$ cat config.mk
export PLATFORM = sky130hd
export DESIGN_NAME = crc_serial_core
export DESIGN_NICKNAME = d
export VERILOG_FILES = /design/src/rtl/crc_serial_core.sv
export SDC_FILE = /design/constraint.sdc
export NUM_CORES = 1
export LEC_CHECK = 0
export BUFFER_PORTS_ARGS = -buffer_cell sky130_fd_sc_hd__buf_2
export CELL_PAD_IN_SITES_DETAIL_PLACEMENT = 2
export CELL_PAD_IN_SITES_GLOBAL_PLACEMENT = 2
export CORE_MARGIN = 10
export CORE_UTILIZATION = 39
export DETAILED_ROUTE_END_ITERATION = 8
export PLACE_DENSITY_LB_ADDON = 0.1
export SETUP_SLACK_MARGIN = 0.5
export SYNTH_ARGS = -nofsm -noshare
export SYNTH_HDL_FRONTEND = slang
export SYNTH_SLANG_ARGS = --single-unit
$ cat constraint.sdc
create_clock -name f_clk -period 5.16 [get_ports f_clk]
set_clock_uncertainty 0.2 [all_clocks]
set_input_delay 0.516 -clock f_clk [delete_from_list [all_inputs] [get_ports f_clk]]
set_output_delay 0.516 -clock f_clk [all_outputs]
set_load 0.1 [all_outputs]
$ cat src/rtl/crc_serial_core.sv
// crc_serial_core: bit-serial CRC engine in the fast clock domain.
// Accepts a one-cycle start pulse, shifts DATA_W bits through the CRC
// register (one per f_clk) and reports the result with a done pulse.
// Optional macro CRC_REFLECT_EN: byte-wise LSB-first input (refin) and a
// bit-reversed result before XOROUT (refout). DATA_W must then be a
// multiple of 8.
module crc_serial_core #(
    parameter int unsigned          DATA_W = 32,
    parameter int unsigned          CRC_W  = 16,
    parameter logic [CRC_W-1:0]     POLY   = 16'h1021,
    parameter logic [CRC_W-1:0]     INIT   = 16'hFFFF,
    parameter logic [CRC_W-1:0]     XOROUT = 16'h0000
) (
    input  logic              f_clk,
    input  logic              frst_n,
    input  logic              i_start,
    input  logic [DATA_W-1:0] i_data,
    output logic              o_busy,
    output logic              o_done,
    output logic              o_drop,
    output logic [CRC_W-1:0]  o_crc
);

    localparam int unsigned CNT_W = $clog2(DATA_W) + 1;

    typedef enum logic [1:0] {
        IDLE  = 2'd0,
        SHIFT = 2'd1,
        DONE  = 2'd2
    } state_t;

    state_t            state, state_nxt;
    logic [DATA_W-1:0] shreg;
    logic [CRC_W-1:0]  crc_work;
    logic [CRC_W-1:0]  crc_step;
    logic [CNT_W-1:0]  cnt;
    logic              fb;
    logic              last_bit;
    logic              accept;

    // Reorders the captured word so the datapath always consumes shreg MSB-first.
    // With reflection, each byte is bit-reversed in place, so bytes still go
    // most significant first while bits within a byte go LSB-first.
    function automatic logic [DATA_W-1:0] order_in(input logic [DATA_W-1:0] d);
        logic [DATA_W-1:0] r;
`ifdef CRC_REFLECT_EN
        r = '0;
        for (int unsigned i = 0; i < DATA_W; i++) begin
            r[(i / 8) * 8 + 7 - (i % 8)] = d[i];
        end
`else
        r = d;
`endif
        return r;
    endfunction

    // Output reflection across the full CRC width when enabled.
    function automatic logic [CRC_W-1:0] order_out(input logic [CRC_W-1:0] c);
        logic [CRC_W-1:0] r;
`ifdef CRC_REFLECT_EN
        r = '0;
        for (int unsigned i = 0; i < CRC_W; i++) begin
            r[CRC_W-1-i] = c[i];
        end
`else
        r = c;
`endif
        return r;
    endfunction

    // One CRC step for the current data bit, plus control decodes.
    always_comb begin
        fb       = crc_work[CRC_W-1] ^ shreg[DATA_W-1];
        crc_step = (crc_work << 1) ^ (fb ? POLY : '0);
        last_bit = (cnt == CNT_W'(DATA_W - 1));
        accept   = i_start && (state != SHIFT);
        o_busy   = (state == SHIFT);
    end

    // Next-state logic; a start in DONE behaves as in IDLE.
    always_comb begin
        state_nxt = state;
        case (state)
            IDLE:    if (i_start) state_nxt = SHIFT;
            SHIFT:   if (last_bit) state_nxt = DONE;
            DONE:    state_nxt = i_start ? SHIFT : IDLE;
            default: state_nxt = IDLE;
        endcase
    end

    // State register.
    always_ff @(posedge f_clk or negedge frst_n) begin
        if (!frst_n) state <= IDLE;
        else         state <= state_nxt;
    end

    // Working registers: load on an accepted start, shift while in SHIFT.
    always_ff @(posedge f_clk or negedge frst_n) begin
        if (!frst_n) begin
            shreg    <= '0;
            crc_work <= '0;
            cnt      <= '0;
        end else if (accept) begin
            shreg    <= order_in(i_data);
            crc_work <= INIT;
            cnt      <= '0;
        end else if (state == SHIFT) begin
            shreg    <= shreg << 1;
            crc_work <= crc_step;
            cnt      <= cnt + 1'b1;
        end
    end

    // Registered outputs: done follows the DONE state by one cycle, drop flags
    // an ignored start, and the result updates only on the edge entering DONE.
    always_ff @(posedge f_clk or negedge frst_n) begin
        if (!frst_n) begin
            o_done <= 1'b0;
            o_drop <= 1'b0;
            o_crc  <= '0;
        end else begin
            o_done <= (state == DONE);
            o_drop <= i_start && (state == SHIFT);
            if (state == SHIFT && last_bit) begin
                o_crc <= order_out(crc_step) ^ XOROUT;
            end
        end
    end

endmodule
# --- After elaboration in Yosys (flattened, before gate mapping) ---
# Index checks and enable logic that the tools add are counted.
op_classes:
  n_reduce_logical: 6
  shifts: 0
  bitwise: 2
  div: 0
  muxes: 11
  eq_ne: 6
  addsub: 1
  order_cmp: 0
  n_mul: 0
ops:
  columns: ["cell", "count"]
  rows:
  - ["$mux W32", 2]
  - ["$mux W16", 2]
  - ["$xor A16 B13 Y16", 1]
  - ["$mux W13", 1]
  - ["$mux W6", 2]
  - ["$add A6 B1 Y6 const B", 1]
  - ["$eq A6 B5 Y1 const B", 1]
  - ["$pmux W2 S3", 1]
  - ["$mux W2", 2]
  - ["$ne A2 B1 Y1 const B", 2]
  - ["$logic_and A1 B1 Y1", 3]
  - ["$eq A2 B1 Y1 const B", 1]
  - ["$eq A2 B2 Y1 const B", 1]
  - ["$logic_not A2 Y1", 1]
  - ["$ne A2 B2 Y1 const B", 1]
  - ["$reduce_and A2 Y1", 1]
  - ["$reduce_bool A2 Y1", 1]
  - ["$mux W1", 1]
  - ["$xor A1 B1 Y1", 1]
word_totals:
  n_memories: 0
  rom_bits: 0
  ram_bits: 0
  latch_bits: 0
  regBits: 74

# --- Logic depth before layout (Yosys ltp) ---
# Gate-level depths: netlist of run 1.
logic_depth:
  ltp_word: 5
  ltp_mapped: 7
  mapped_depth_nobuf: 4

# --- Least setup slack after synthesis of run 1 ---
# Ideal clock, no wire load.
synth_path:
  path_kind: "reg2out"
  start: "reg state[1]"
  end: "out o_busy"
  path_stages_with_launch: 6
  arrival_ns: 1.951
  path_slack_ns: 2.493
  path_buffers: 3
  path_cell_list: "dfrtp_1 nand2b_1 buf_6 inv_1 buf_2 buf_1"
synth_via:
  elab_chain_cells: 1
synth_lines:
  columns: ["element", "line", "text"]
  rows:
  - ["from (decl)", "32", "state_t state, state_nxt;"]
  - ["from (signal assigned)", "94", "else state <= state_nxt;"]
  - ["$eq A2 B1 Y1", "77", "o_busy = (state == SHIFT);"]
  - ["to (decl)", "18", "output logic o_busy,"]
# No other way between the ends.

# --- Final worst setup path of run 1 ---
# Ends and elaborated chain as after synthesis.

==> out/results.tsv, run 1 <==
metric	value	unit
status	completed	
synthCells	288	
avgSynthCellArea	11.0	sq um
regToRegStartpoint	state[1]$_DFFE_PN0P_	
crit_buf_inv	2	
ys_ff_latch	74	
wl	7660	um
cts_sinks	74	
timing.rr.end	shreg[18]$_DFFE_PN0P_	
diodes	0	
cp-end-kind	primary output	
path_clk_slew	0.07	ns
hold_slack	0.114	ns
worst_ep_arrival_time	2.61	ns
postPlaceCellArea	3500	sq um
overflow	0	
ys_types	24	
critPathTopFamily	buffers and inverters	
drc_errors	0	
hold_violations	0	
ys_seq_area_share	58.3	%
areaGrowthSynthToFinish	18.2	%
drt_iter0_markers	53	
final_layout_size_suffix_gt1_share	25.8	%
yosys_warnings	0	
start_kind	flip-flop	
fin_crit	3.33	ns
synth.cell_area	3180	sq um
cp_slowest_cell	inv_2	
dr_total_vias	2245	
die_x	110	um
antenna_found_initial	0	
cts_root_buffer	clkbuf_8	
drv_cap	0	
port-buffer-count	53	
cp_max_fo	43	
utilization	48.1	%
max_slew_margin	35.7	%
stdcell_area	3750	sq um
core	7810	sq um
p_leak	1.85	nW
grt_pass1_vias	2554	
p_per_area	509	nW/um^2
crit_path_cell_trace	nand2b_1, inv_2, buf_2	
ctsLongestPathBuffers	2	
grt_pass1_wl	12900	um
clkLatencyLatePin	0.34	ns
cts_tree	built	
cts_max_level	3	
dp.cells	427	
crit_start	state[1]$_DFFE_PN0P_	
die_y	110	um
start_util	40.7	%
critPathKind	flip-flop to primary output	
std_cell_rows	32	
tns	0	ns
hold_path_class	input port to async pin	
routedWlPerCell	17.3	um
ir_worst_vdd	0.000203	V
first_pass_iters	4	
setup_violations	0	
numCtsBuffers	9	
routed_via_density	5.07	
syn-num-nets	324	
cts_resized	0	
gp_congestion	0.690	
worst_pin_slew	0.965	ns
fin_nets	372	
ant_nets	0	
critical_path.max_stage_delay	0.74	ns
max_freq	300	MHz
grt_max_degree	75	
required	4.44	ns
rsz0062_at_grt	false	
io_pins	54	
cts_hold_buffers	0	
post_cts_buffers	0	
rr_worst_depth	4	
cp.depth	3	
fillers	822	
die-area	12200	sq um
hpwl	5070	um
ff2ff_setup_slack	2.45	ns
grt_usage	13.3	%
finalMaxSlewViolations	0	
stdcell_count	443	
min_period_over_period	64.5	%
## per-stage QoR
step | power [mW] | worst slack [ns]
after floorplan | 1.21 | 2.49
after detailed placement | 1.37 | 2.19
after global routing | 2.07 | 1.57
after global placement | 1.32 | 2.25
final | 1.91 | 1.83
after CTS | 1.95 | 1.80
## cell usage after synthesis
cell	n	area share [%]
buf_6	1	0.35
nor2_1	2	0.24
buf_1	4	0.47
ha_1	1	0.39
o22ai_1	3	0.59
nand2b_1	1	0.20
xor2_1	2	0.55
buf_8	1	0.47
clkbuf_1	11	1.3
nand2_1	64	7.6
inv_1	7	0.83
or4_1	1	0.24
dfrtp_1	74	58
nor4_4	1	0.67
buf_2	2	0.32
nor2b_1	1	0.20
o211ai_1	1	0.24
nand3_1	5	0.79
mux2_2	8	2.8
o21ai_0	52	8.2
mux2_4	6	2.8
nor3_1	1	0.16
xnor2_1	1	0.28
mux2i_1	38	12
## area by class of cell
class                      instances  area [sq um]  area share, %
clock inverter                     6           114           3.03
sequential                        74          1850           49.3
tap                              102           128           3.40
clock buffer                      10           138           3.67
inverter                           7          26.3          0.700
timing repair buffer              56           290           7.74
multi-input combinational        188          1200           32.1
## routing by layer
metal | track usage [%] | part of all wire, % | up-vias
li1 | - | - | 1070
met1 | 17.2 | 47 | 1130
met2 | 21.3 | 48 | 39
met3 | 3.77 | 4.4 | 6
met4 | 4.13 | 0.93 | 0
met5 | 0 | 0 | -
## flip-flops by register name, indices dropped and copies added, names as in the netlist
register / cells
shreg: 32
crc_work: 16
o_crc: 16
cnt: 6
state: 2
o_done: 1
o_drop: 1
## layout by cell type (no fill, tap or decap)
cell type   synthesis  layout
buf_2               2      52
buf_4               0       4
bufinv_16           0       3
clkbuf_8            0      10
clkinv_4            0       1
clkinvlp_4          0       2
dfrtp_1            74      74
ha_1                1       1
inv_1               7       6
inv_2               0       1
mux2_2              8       8
mux2_4              6       6
mux2i_1            38      38
nand2_1            64      64
nand2b_1            1       1
nand3_1             5       5
nor2_1              2       2
nor2b_1             1       1
nor3_1              1       1
nor4_4              1       1
o211ai_1            1       1
o21ai_0            52      52
o22ai_1             3       3
or4_1               1       1
xnor2_1             1       1
xor2_1              2       2
## how the worst max path moves through the flow
stage	endpoint	slack [ns]
4_1_cts	o_busy	1.80
6_report	o_busy	1.83
3_3_place_gp	o_busy	2.25
3_5_place_dp	o_busy	2.19
5_1_grt	o_busy	1.57
2_1_floorplan	o_busy	2.49
## power breakdown
part	leakage (nW)	total [mW]	internal, mW	switching (mW)
Sequential	0.913	0.903	0.771	0.133
Clock	0.119	0.556	0.335	0.221
Combinational	0.819	0.450	0.156	0.293
## kinds of logic (layout without fill, tap and decap cells)
| kind of cell | count (synthesis) | in the layout | synth area share, % |
|---|---|---|---|
| and+or+nand+nor | 76 | 76 | 10.0 |
| DFF | 74 | 74 | 58.3 |
| AOI/OAI and AO/OA | 56 | 56 | 9.02 |
| muxes | 52 | 52 | 17.7 |
| buffers and inverters | 26 | 79 | 3.74 |
| xor gates and xnor gates | 3 | 3 | 0.828 |
| adders and majority gates | 1 | 1 | 0.394 |
Note: power is estimated with default switching activity, not from simulation.
==> run 2: changes to the inputs <==
--- a/config.mk
+++ b/config.mk
@@ -9,7 +9,7 @@
 export CELL_PAD_IN_SITES_DETAIL_PLACEMENT = 2
 export CELL_PAD_IN_SITES_GLOBAL_PLACEMENT = 2
 export CORE_MARGIN = 10
-export CORE_UTILIZATION = 39
+export CORE_UTILIZATION = 32
 export DETAILED_ROUTE_END_ITERATION = 8
 export PLACE_DENSITY_LB_ADDON = 0.1
 export SETUP_SLACK_MARGIN = 0.5
==> constraint.sdc (replaced) <==
create_clock -name f_clk -period 2.75 [get_ports f_clk]
set_clock_uncertainty 0.2 [all_clocks]
set_input_delay 0.275 -clock f_clk [delete_from_list [all_inputs] [get_ports f_clk]]
set_output_delay 0.275 -clock f_clk [all_outputs]
set_load 0.1 [all_outputs]
==> run 2 against run 1 <==
Clock power grew 54%. Flip-flop and latch count is the same. Highest routed layer unchanged. Setup slack got worse by 1.2 ns.
==> out/results.tsv, run 2 (synthesis results as in run 1) <==
metric	value	unit
critPathKind	flip-flop to primary output	
fin_nets	376	
crit_path_cell_trace	nand2b_1, buf_4, inv_2, buf_6	
wl	7500	um
ctsLongestPathBuffers	2	
hold_slack	0.0212	ns
cp_slowest_cell	dfrtp_1	
fin_total_pwr	3.39	mW
fin_crit	2.09	ns
required	2.28	ns
grt_usage	11.1	%
gp_congestion	0.655	
mostFrequentLayoutCells	74 x dfrtp_1, 64 x nand2_1, 52 x o21ai_0	
antenna_found_initial	0	
drv_cap	0	
core	9730	sq um
rr_worst_depth	6	
finalMaxSlewViolations	0	
post_cts_buffers	0	
port-buffer-count	53	
overflow	0	
stdcell_area	3790	sq um
crit_buf_inv	3	
numCtsBuffers	9	
cts_tree	built	
hold_path_class	input port to flip-flop	
reg.largest.list	shreg x32, crc_work x16, o_crc x16	
grt_max_degree	75	
postPlaceCellArea	3570	sq um
start_util	32.6	%
critPathTopFamily	buffers and inverters	
critical_path.max_stage_delay	0.38	ns
max_slew_margin	36.0	%
die_y	120	um
cts_max_level	3	
grt_pass1_vias	2629	
setup_violations	0	
p_per_area	892	nW/um^2
hpwl	5100	um
max_freq	477	MHz
die_x	120	um
regToRegStartpoint	state[1]$_DFFE_PN0P_	
io_pins	54	
top_register	shreg	
hp-start	i_data[23]	
ff2ff_setup_slack	0.72	ns
diodes	0	
drc_errors	0	
hold_violations	0	
start_kind	flip-flop	
p_leak	1.85	nW
clkLatencyLatePin	0.34	ns
timing.rr.end	cnt[2]$_DFFE_PN0P_	
die-area	14300	sq um
areaGrowthSynthToFinish	19.5	%
dr_total_vias	2247	
tns	0	ns
std_cell_rows	36	
cts_root_buffer	clkbuf_8	
min_period_over_period	76.2	%
rsz0062_at_grt	false	
cp_max_fo	26	
path_clk_slew	0.08	ns
worst_ep_arrival_time	1.62	ns
ant_nets	0	
layout_commonest_cell	dfrtp_1	
hold_path_depth	3	
whs_endpoint	shreg[23]$_DFFE_PN0P_	
routed_via_density	4.70	
drt_iter0_markers	70	
first_pass_iters	3	
largest_reg_flops	32	
routedWlPerCell	15.7	um
status	completed	
final_layout_size_suffix_gt1_share	26.4	%
cts_sinks	74	
ir_worst_vdd	0.000220	V
grt_pass1_wl	13000	um
worst_pin_slew	0.960	ns
cp-end-kind	primary output	
==> run 2: cell types whose count changed in the layout (fill, tap and decap cells not counted) <==
cell and delta:
buf_12 +1, buf_2 -1, buf_4 +2, buf_6 +1
bufinv_16 -2, clkinv_2 +1, clkinvlp_4 +1, dlygate4sd3_1 +1
==> run 2: through the flow <==
stage                     setup slack [ns]  util, %  cells
final                                0.655     39.0    478
after detailed placement             0.727     36.7    461
after global routing                 0.546     39.0    478
after CTS                            0.549     39.0    478
after global placement               0.791     36.7    461
after floorplan                      0.711        -    288
==> run 2: worst register-to-register path, delay by kind of cell (launching register included) <==
kind | cells | cell delay (ns)
AND/OR/NAND/NOR | 1 | 0.19
flip-flops | 1 | 0.38
multiplexers | 2 | 0.48
buffers and inverters | 3 | 0.71
==> run 2: timing repair <==
item | in CTS | in global routing
hold buffers | 1 | 0
gates resized for setup | 1 | 1
setup endpoints to repair | 1 | 1
endpoints found under the hold margin | 74 | 0
gates cloned | 0 | 0
==> run 2: layer usage <==
metal	vias up	GRT usage, %	wire length [um]
met5	-	0	0
met4	0	3.17	72
met2	42	17.6	3460
li1	1075	-	-
met3	6	4.03	345
met1	1124	13.8	3620
==> run 2: worst max-delay path by stage <==
stage / startpoint / endpoint / slack (ns) / cells past startpoint
2_1_floorplan: state[1]$_DFFE_PN0P_ / o_busy / 0.71 / 5
3_3_place_gp: state[1]$_DFFE_PN0P_ / cnt[2]$_DFFE_PN0P_ / 0.79 / 6
3_5_place_dp: state[1]$_DFFE_PN0P_ / cnt[2]$_DFFE_PN0P_ / 0.73 / 6
4_1_cts: state[1]$_DFFE_PN0P_ / o_busy / 0.55 / 4
5_1_grt: state[1]$_DFFE_PN0P_ / o_busy / 0.55 / 4
6_report: state[1]$_DFFE_PN0P_ / o_busy / 0.66 / 4
==> run 2: power breakdown <==
group	total (mW)	switching, mW	internal [mW]
logic	0.839	0.530	0.309
clock network	0.859	0.416	0.443
registers	1.69	0.242	1.45
total	3.39	1.19	2.20
==> run 2: final cells by class <==
type,count,area (sq um)
clock inverters,6,66.3
well taps,133,166
fillers,1070,5930
inverters,7,26.3
multi-input cells,188,1200
repair buffers,60,342
clock buffers,10,138
flip-flops and latches,74,1850
